`src/rtl/mips_pipe_pkg.sv`:
```
// Shared pipeline payload types for the SimMIPS core.
// Stage field widths, payload structs and occupancy states.
package mips_pipe_pkg;

  localparam int IFID_CTRL_W  = 1;
  localparam int IFID_DATA_W  = 64;
  localparam int IDEX_CTRL_W  = 9;
  localparam int IDEX_DATA_W  = 111;
  localparam int EXMEM_CTRL_W = 4;
  localparam int EXMEM_DATA_W = 69;
  localparam int MEMWB_CTRL_W = 2;
  localparam int MEMWB_DATA_W = 69;

  typedef struct packed {
    logic        valid_instr;
  } ifid_ctrl_t;

  typedef struct packed {
    logic [31:0] pc4;
    logic [31:0] instr;
  } ifid_data_t;

  typedef struct packed {
    logic       regdst;
    logic       alusrc;
    logic [2:0] aluop;
    logic       regwr;
    logic       memtoreg;
    logic       memwr;
    logic       dmen;
  } idex_ctrl_t;

  typedef struct packed {
    logic [31:0] pc4;
    logic [31:0] rs_val;
    logic [31:0] rt_val;
    logic [4:0]  rt;
    logic [4:0]  rd;
    logic [4:0]  shamt;
  } idex_data_t;

  typedef struct packed {
    logic regwr;
    logic memtoreg;
    logic memwr;
    logic dmen;
  } exmem_ctrl_t;

  typedef struct packed {
    logic [31:0] result;
    logic [31:0] rt;
    logic [4:0]  regdst_addr;
  } exmem_data_t;

  typedef struct packed {
    logic regwr;
    logic memtoreg;
  } memwb_ctrl_t;

  typedef struct packed {
    logic [31:0] rdata;
    logic [31:0] result;
    logic [4:0]  regdst_addr;
  } memwb_data_t;

  typedef enum logic [1:0] {
    EMPTY = 2'd0,
    HALF  = 2'd1,
    FULL  = 2'd2
  } occ_state_e;

  function automatic occ_state_e occ_state(
    input logic main_v,
    input logic skid_v
  );
    if (skid_v)
      return FULL;
    else if (main_v)
      return HALF;
    else
      return EMPTY;
  endfunction

endpackage

```
`src/rtl/pipe_stage_reg_entry.sv`:
```
// One pipeline storage slot: valid bit plus ctrl/data fields.
// Flush clears only the valid bit; fields may keep stale values.
module pipe_entry #(
  parameter int CTRL_W = 4,
  parameter int DATA_W = 69
) (
  input  logic              clk,
  input  logic              reset,
  input  logic              flush,
  input  logic              load,
  input  logic              drop,
  input  logic [CTRL_W-1:0] ctrl_d,
  input  logic [DATA_W-1:0] data_d,
  output logic              valid,
  output logic [CTRL_W-1:0] ctrl,
  output logic [DATA_W-1:0] data
);

  // valid: flush beats load, load beats drop
  always_ff @(posedge clk) begin
    if (reset)
      valid <= 1'b0;
    else if (flush)
      valid <= 1'b0;
    else if (load)
      valid <= 1'b1;
    else if (drop)
      valid <= 1'b0;
  end

  // payload fields capture on load only
  always_ff @(posedge clk) begin
    if (reset) begin
      ctrl <= '0;
      data <= '0;
    end else if (load && !flush) begin
      ctrl <= ctrl_d;
      data <= data_d;
    end
  end

endmodule

```
`src/rtl/pipe_stage_reg.sv`:
```
// Generic valid/ready pipeline stage register with flush.
// SKID=1 adds a second entry so in_ready comes from a flop.
module pipe_stage_reg
  import mips_pipe_pkg::*;
#(
  parameter int CTRL_W = EXMEM_CTRL_W,
  parameter int DATA_W = EXMEM_DATA_W,
  parameter int SKID   = 1
) (
  input  logic              clk,
  input  logic              reset,
  input  logic              flush,
  input  logic              in_valid,
  output logic              in_ready,
  input  logic [CTRL_W-1:0] in_ctrl,
  input  logic [DATA_W-1:0] in_data,
  output logic              out_valid,
  input  logic              out_ready,
  output logic [CTRL_W-1:0] out_ctrl,
  output logic [DATA_W-1:0] out_data,
  output logic [1:0]        occ
);

  logic              main_v;
  logic [CTRL_W-1:0] main_ctrl;
  logic [DATA_W-1:0] main_data;
  logic              skid_v;
  logic [CTRL_W-1:0] skid_ctrl;
  logic [DATA_W-1:0] skid_data;

  logic              main_load;
  logic              main_drop;
  logic              main_sel_skid;
  logic              skid_load;
  logic              skid_drop;
  logic [CTRL_W-1:0] main_ctrl_d;
  logic [DATA_W-1:0] main_data_d;

  logic              in_xfer;
  logic              out_xfer;
  logic              rdy_q;
  occ_state_e        state;
  occ_state_e        nxt;

  assign state    = occ_state(main_v, skid_v);
  assign in_xfer  = in_valid & in_ready & ~flush;
  assign out_xfer = main_v & out_ready;

  assign main_ctrl_d = main_sel_skid ? skid_ctrl : in_ctrl;
  assign main_data_d = main_sel_skid ? skid_data : in_data;

  pipe_entry #(
    .CTRL_W(CTRL_W),
    .DATA_W(DATA_W)
  ) u_main (
    .clk   (clk),
    .reset (reset),
    .flush (flush),
    .load  (main_load),
    .drop  (main_drop),
    .ctrl_d(main_ctrl_d),
    .data_d(main_data_d),
    .valid (main_v),
    .ctrl  (main_ctrl),
    .data  (main_data)
  );

  if (SKID != 0) begin : g_skid
    pipe_entry #(
      .CTRL_W(CTRL_W),
      .DATA_W(DATA_W)
    ) u_skid (
      .clk   (clk),
      .reset (reset),
      .flush (flush),
      .load  (skid_load),
      .drop  (skid_drop),
      .ctrl_d(in_ctrl),
      .data_d(in_data),
      .valid (skid_v),
      .ctrl  (skid_ctrl),
      .data  (skid_data)
    );
  end else begin : g_noskid
    assign skid_v    = 1'b0;
    assign skid_ctrl = '0;
    assign skid_data = '0;
  end

  // next occupancy and per-entry load/drop strobes
  always_comb begin
    nxt           = state;
    main_load     = 1'b0;
    main_drop     = 1'b0;
    main_sel_skid = 1'b0;
    skid_load     = 1'b0;
    skid_drop     = 1'b0;
    if (SKID != 0) begin
      unique case (state)
        EMPTY: begin
          if (in_xfer) begin
            main_load = 1'b1;
            nxt       = HALF;
          end
        end
        HALF: begin
          if (in_xfer && out_ready) begin
            main_load = 1'b1;
          end else if (in_xfer) begin
            skid_load = 1'b1;
            nxt       = FULL;
          end else if (out_ready) begin
            main_drop = 1'b1;
            nxt       = EMPTY;
          end
        end
        FULL: begin
          if (out_ready) begin
            main_load     = 1'b1;
            main_sel_skid = 1'b1;
            skid_drop     = 1'b1;
            nxt           = HALF;
          end
        end
        default: nxt = EMPTY;
      endcase
    end else begin
      main_load = in_xfer;
      main_drop = out_xfer & ~in_xfer;
      if (in_xfer || (main_v && !main_drop))
        nxt = HALF;
      else
        nxt = EMPTY;
    end
    if (flush)
      nxt = EMPTY;
  end

  // registered ready: low exactly while the stage is FULL
  always_ff @(posedge clk) begin
    if (reset)
      rdy_q <= 1'b1;
    else
      rdy_q <= (nxt != FULL);
  end

  assign in_ready  = (SKID != 0) ? rdy_q : (~main_v | out_ready);
  assign out_valid = main_v;
  assign out_ctrl  = main_ctrl & {CTRL_W{main_v}};
  assign out_data  = main_data;
  assign occ       = {1'b0, main_v} + {1'b0, skid_v};

endmodule

```
`config.mk`:
```
export PLATFORM = sky130hd
export DESIGN_NAME = pipe_stage_reg
export DESIGN_NICKNAME = d
export VERILOG_FILES = /design/src/rtl/mips_pipe_pkg.sv /design/src/rtl/pipe_stage_reg_entry.sv /design/src/rtl/pipe_stage_reg.sv
export SDC_FILE = /design/constraint.sdc
export NUM_CORES = 1
export LEC_CHECK = 0
export ABC_AREA = 0
export CAP_MARGIN = 20
export CORE_ASPECT_RATIO = 0.8
export CORE_MARGIN = 2
export CORE_UTILIZATION = 66
export CTS_BUF_LIST = sky130_fd_sc_hd__clkbuf_8
export DETAILED_ROUTE_END_ITERATION = 8
export DONT_BUFFER_PORTS = 1
export PLACE_DENSITY = 0.94
export SLEW_MARGIN = 20
export SYNTH_ARGS = -nofsm -noshare
export SYNTH_HDL_FRONTEND = slang
export SYNTH_HIERARCHICAL = 1
export SYNTH_SLANG_ARGS = --single-unit
```
`constraint.sdc`:
```
create_clock -name clk -period 4.68 [get_ports clk]
set_clock_uncertainty 0.05 [all_clocks]
set_input_delay 0.234 -clock clk [delete_from_list [all_inputs] [get_ports clk]]
set_output_delay 0.234 -clock clk [all_outputs]
set_load 0.02 [all_outputs]
```
; ---- After elaboration in Yosys (flattened, before gate mapping)
; Cells that the tools add are included.
; W data, S select, Z words.
[totals]
output_inout_bits = 77
reg_bits = 149
in_bits = 78
wordCells = 48
[classes]
n_addsub = 1
bitwise = 4
muxes = 25
n_eq_ne = 3
n_reduce_logical = 8
[ops]
columns = operator, n
row1 = $mux W69, 1
row2 = $mux W1, 14
row3 = $mux W2, 7
row4 = $pmux W2 S3, 1
row5 = $and A4 B4 Y4, 1
row6 = $mux W4, 1
row7 = $reduce_bool A2 Y1, 2
row8 = $logic_and A1 B1 Y1, 3
row9 = $pmux W1 S3, 1
row10 = $add A1 B1 Y2, 1
row11 = $and A1 B1 Y1, 2
row12 = $eq A2 B1 Y1 const B, 1
row13 = $eq A2 B2 Y1 const B, 1
row14 = $logic_not A2 Y1, 1
row15 = $ne A2 B2 Y1 const B, 1
row16 = $reduce_or A2 Y1, 1
row17 = $logic_not A1 Y1, 1
row18 = $not A1 Y1, 1

; ---- Logic depth before layout (Yosys ltp)
[depth]
ltp_word = 8
mapped_depth = 8
ltp_nobuf = 6

; ---- Modules after synthesis
; The synthesis kept the hierarchy.
[modules_own_cells]
columns = module, cells_each, instances, seq_area_each_um2, area_each_um2
row1 = pipe_entry, 337, 2, 1481.4, 3766.1
row2 = pipe_stage_reg, 109, 1, 20.0, 1395.1

; ---- Worst setup path after synthesis
; OpenSTA, ideal clock, no wires.
[synth_path]
path_kind = register -> register
startpoint = register u_main.valid
endpoint = register u_main.ctrl[2]
required_time_ps = 4514
arrival_time_ps = 1768
path_buffers = 2
setup_slack_ps = 2745
stages_incl_launch_ff = 8
setup_time_ps = 116
synth_period_minus_slack_ps = 1935
cell_sequence = dfxtp_1 -> ha_1 -> a21oi_1 -> a221oi_1 -> nor2b_4 -> buf_12 -> buf_12 -> o21ai_2
[synth_via]
elab_chain_len = 5
word_cells_on_any_way = 9
cone_classes = eq/ne (2) / mux (5) / reduce/logical (2)
[synth_rtl]
columns = item, line_no
row1 = from (decl), pipe_stage_reg_entry.sv:14  ; output logic valid,
row2 = from (signal assigned), pipe_stage_reg_entry.sv:22  ; valid <= 1'b0;
row3 = from (signal assigned), pipe_stage_reg_entry.sv:24  ; valid <= 1'b0;
row4 = from (signal assigned), pipe_stage_reg_entry.sv:26  ; valid <= 1'b1;
row5 = $mux W1 *, mips_pipe_pkg.sv:78  ; else if (main_v)
row6 = $mux W2 *, mips_pipe_pkg.sv:76  ; if (skid_v)
row7 = "$eq A2 B2 Y1, or another cell as far along", pipe_stage_reg.sv:99  ; unique case (state)
row8 = $pmux W1 S3 *, pipe_stage_reg.sv:99
row9 = net main_load, pipe_stage_reg.sv:31  ; logic main_load;
row10 = $logic_and A1 B1 Y1 *, pipe_stage_reg_entry.sv:36  ; end else if (load && !flush) begin
row11 = to (signal assigned), pipe_stage_reg_entry.sv:37  ; ctrl <= ctrl_d;
row12 = to (decl), pipe_stage_reg_entry.sv:15  ; output logic [CTRL_W-1:0] ctrl,
; The timed path passes the listed nets; every way through them passes the cells marked *.
; A chain may end at the register's enable or synchronous reset.

; ---- Worst setup path after layout
[layout_path]
startpoint = register u_main.valid
endpoint = register g_skid.u_skid.data[25]
[layout_via]
elab_chain_len = 5
[layout_rtl]
columns = item, line_no
row1 = $mux W1, mips_pipe_pkg.sv:78
row2 = $mux W2, mips_pipe_pkg.sv:76
row3 = $eq A2 B1 Y1, pipe_stage_reg.sv:99
row4 = $mux W1, pipe_stage_reg.sv:99
row5 = net skid_load, pipe_stage_reg.sv:34  ; logic skid_load;
row6 = $logic_and A1 B1 Y1, pipe_stage_reg_entry.sv:36
row7 = to (signal assigned), pipe_stage_reg_entry.sv:38  ; data <= data_d;
row8 = to (decl), pipe_stage_reg_entry.sv:16  ; output logic [DATA_W-1:0] data
; The timed path passes the listed nets, and every way through them passes these cells.

==> results.cfg <==
[status]
outcome = completed

[yosys]
yosys.cell_types.count = 29
synthTopCellsByCount = dfxtp_1, nand2b_1, nand4bb_1, o21ai_2, mux2_4
yosysMostFrequentCell = dfxtp_1
synth_nets = 865
synth_top_area_frac = 0.334
ys_ff_latch = 149
syn-mean-instance-area_sq_um = 11.4
async_flop_share = 0
yosysWarningCount = 6
netlist_area_sq_um = 8930
yosys_most_used_dff = dfxtp_1
yosys-top-cells-area = dfxtp_1, nand4bb_1, o21ai_2
syn-instance-count = 783
yosysTopAreaCell = dfxtp_1
synth_edf_count = 0
seq_area_frac_synth = 0.334

[placement]
dpl_cell_area_sq_um = 8390
routabilityCongestion = 0.779
hpwl_um = 10700
port_buffers = 0
dp_slack_ns = 2.23

[clock_network]
postCtsSetupBuffers = 0
cts_buffers = 17
clk_pin_slew_ns = 0.09
cts_resized = 0
htreeDepth = 4
cts_hold_buf = 88
cts.sinks = 149
ctsRootBufferMaster = clkbuf_8
clk_latency_ns = 0.46
cts_tree = built
cts_buffer_depth = 2

[floorplanning]
ios = 155
die_y_um = 108
die-area_sq_um = 14500
die_x_um = 134
start_util = 0.684
coreArea_sq_um = 13100
fp-row-count = 37

[critical_path]
reg2regPathDepth = 8
path_class = flip-flop to flip-flop
worstPathArrival_ns = 3.85
r2r_end = g_skid.u_skid/data[25]
startpoint_type = flip-flop
cp-end-kind = flip-flop
crit_required_ns = 5.03
regToRegSetupSlack_ns = 1.18
r2r-start = u_main/valid
worstPathMaxFanout = 74

[hold_path]
hold_path_depth = 3
hp-class = input pin to flip-flop
min_to = u_main/data[18]
worstHoldStart = in_data[18]

[route]
drtPass1Iterations = 7
vias = 6275
postRouteAntennaNets = 0
post-route-drc-count = 0
wirelength_um = 20500
viasPerCell = 6.29
drt_iter0_markers = 392
wl_per_cell_um = 20.6

[global_routing]
overflow = 0
antenna_found_initial = 0
grt_max_degree = 284
track_usage = 0.286
grt_pass1_vias = 6535
grt_pass1_wl_um = 32900

[timing]
fmax_ghz = 0.286
hold_viol_final = 0
final-max-slew-violation-count = 0
min_period_over_period = 0.747
setup_tns_ns = 0
rsz0062_at_grt = false
period_minus_slack_ns = 3.50
setup_viol = 0
postLayoutSetupSlackWorst_ns = 1.18
worst_pin_slew_ns = 0.872
slew_headroom = 0.419

[power]
power_per_cell_area_nw_per_um2 = 269
leakagePower_nw = 3.39
vdd_drop_max_uv = 253

[layout]
drive_gt1_frac = 0.313
diodes = 0
synthToLayoutAreaGrowth_pct = 8.79
fillers = 806
final_area_sq_um = 9710
nNetsFinal = 892
final_util = 0.744

[flow_run]
cap_violations = 0
## how the worst max path moves through the flow
stage | startpoint | to | depth (start not counted)
after global routing | u_main/valid | g_skid.u_skid/data[7] | 8
final | u_main/valid | g_skid.u_skid/data[25] | 8
after CTS | u_main/valid | g_skid.u_skid/data[25] | 8
after global placement | g_skid.u_skid/valid | u_main/data[1] | 5
after detailed placement | u_main/valid | u_main/data[24] | 6
after floorplan | u_main/valid | u_main/ctrl[2] | 7
## cell families after synthesis
logic type,synth area share
AO/OA/AOI/OAI,0.148
multiplexers,0.117
AND/OR/NAND/NOR,0.301
flip-flops,0.334
adder cells (fa/ha/maj),0.00561
buffers and inverters,0.0950
## cells in the final DEF, fill, tap and decap left out, types with 4 or more instances in the layout
master / instances
o21ai_1: 6
dlygate4sd3_1: 86
nand2b_1: 146
clkbuf_8: 22
mux2_4: 59
o21ai_2: 140
nor2_1: 4
inv_1: 4
nand4bb_1: 146
dfxtp_1: 149
ha_1: 4
and2_1: 4
buf_4: 8
clkinvlp_4: 4
mux2_2: 14
## report_power, final
group | switching, mW | internal (mW)
Clock | 0.481 | 0.537
Sequential | 0.0360 | 1.29
Combinational | 0.107 | 0.162
Total | 0.624 | 1.99
## stage by stage
stage               std cells  power, mW  hold slack [ns]
floorplan                 783       1.55            0.291
global placement          878       1.51            0.309
detailed placement        878       1.52            0.318
CTS                       997       2.62           0.0191
global route              997       2.69           0.0307
finish                    997       2.61           0.0509
## critical path, stage by stage (launching register included)
cell	delay, ns
dfxtp_1	0.58
ha_1	0.29
nand4b_1	0.19
nor2_4	0.15
buf_4	0.67
nand4bb_1	0.22
dlygate4sd3_1	0.64
o21ai_2	0.06
dlygate4sd3_1	0.57
## metal layers
layer	track usage	wire length (um)
met5	0	0
met4	0.154	657
met3	0.0806	1340
met2	0.478	10000
met1	0.335	8480
## registers in the layout, summed over array words and instances, names as in the netlist
name / flops
g_skid.u_skid/ctrl: 4
g_skid.u_skid/data: 69
g_skid.u_skid/valid: 1
in_ready: 1
u_main/ctrl: 4
u_main/data: 69
u_main/valid: 1
## cell type report
type | count | area, sq um | area share
Sequential cell | 149 | 2980 | 0.307
Clock inverter | 9 | 103 | 0.0106
Multi-Input combinational cell | 544 | 5120 | 0.527
Inverter | 2 | 7.51 | 0.000773
Tap cell | 175 | 219 | 0.0225
Timing Repair Buffer | 96 | 976 | 0.100
Clock buffer | 22 | 303 | 0.0312
Note: power is estimated with default switching activity, not from simulation.
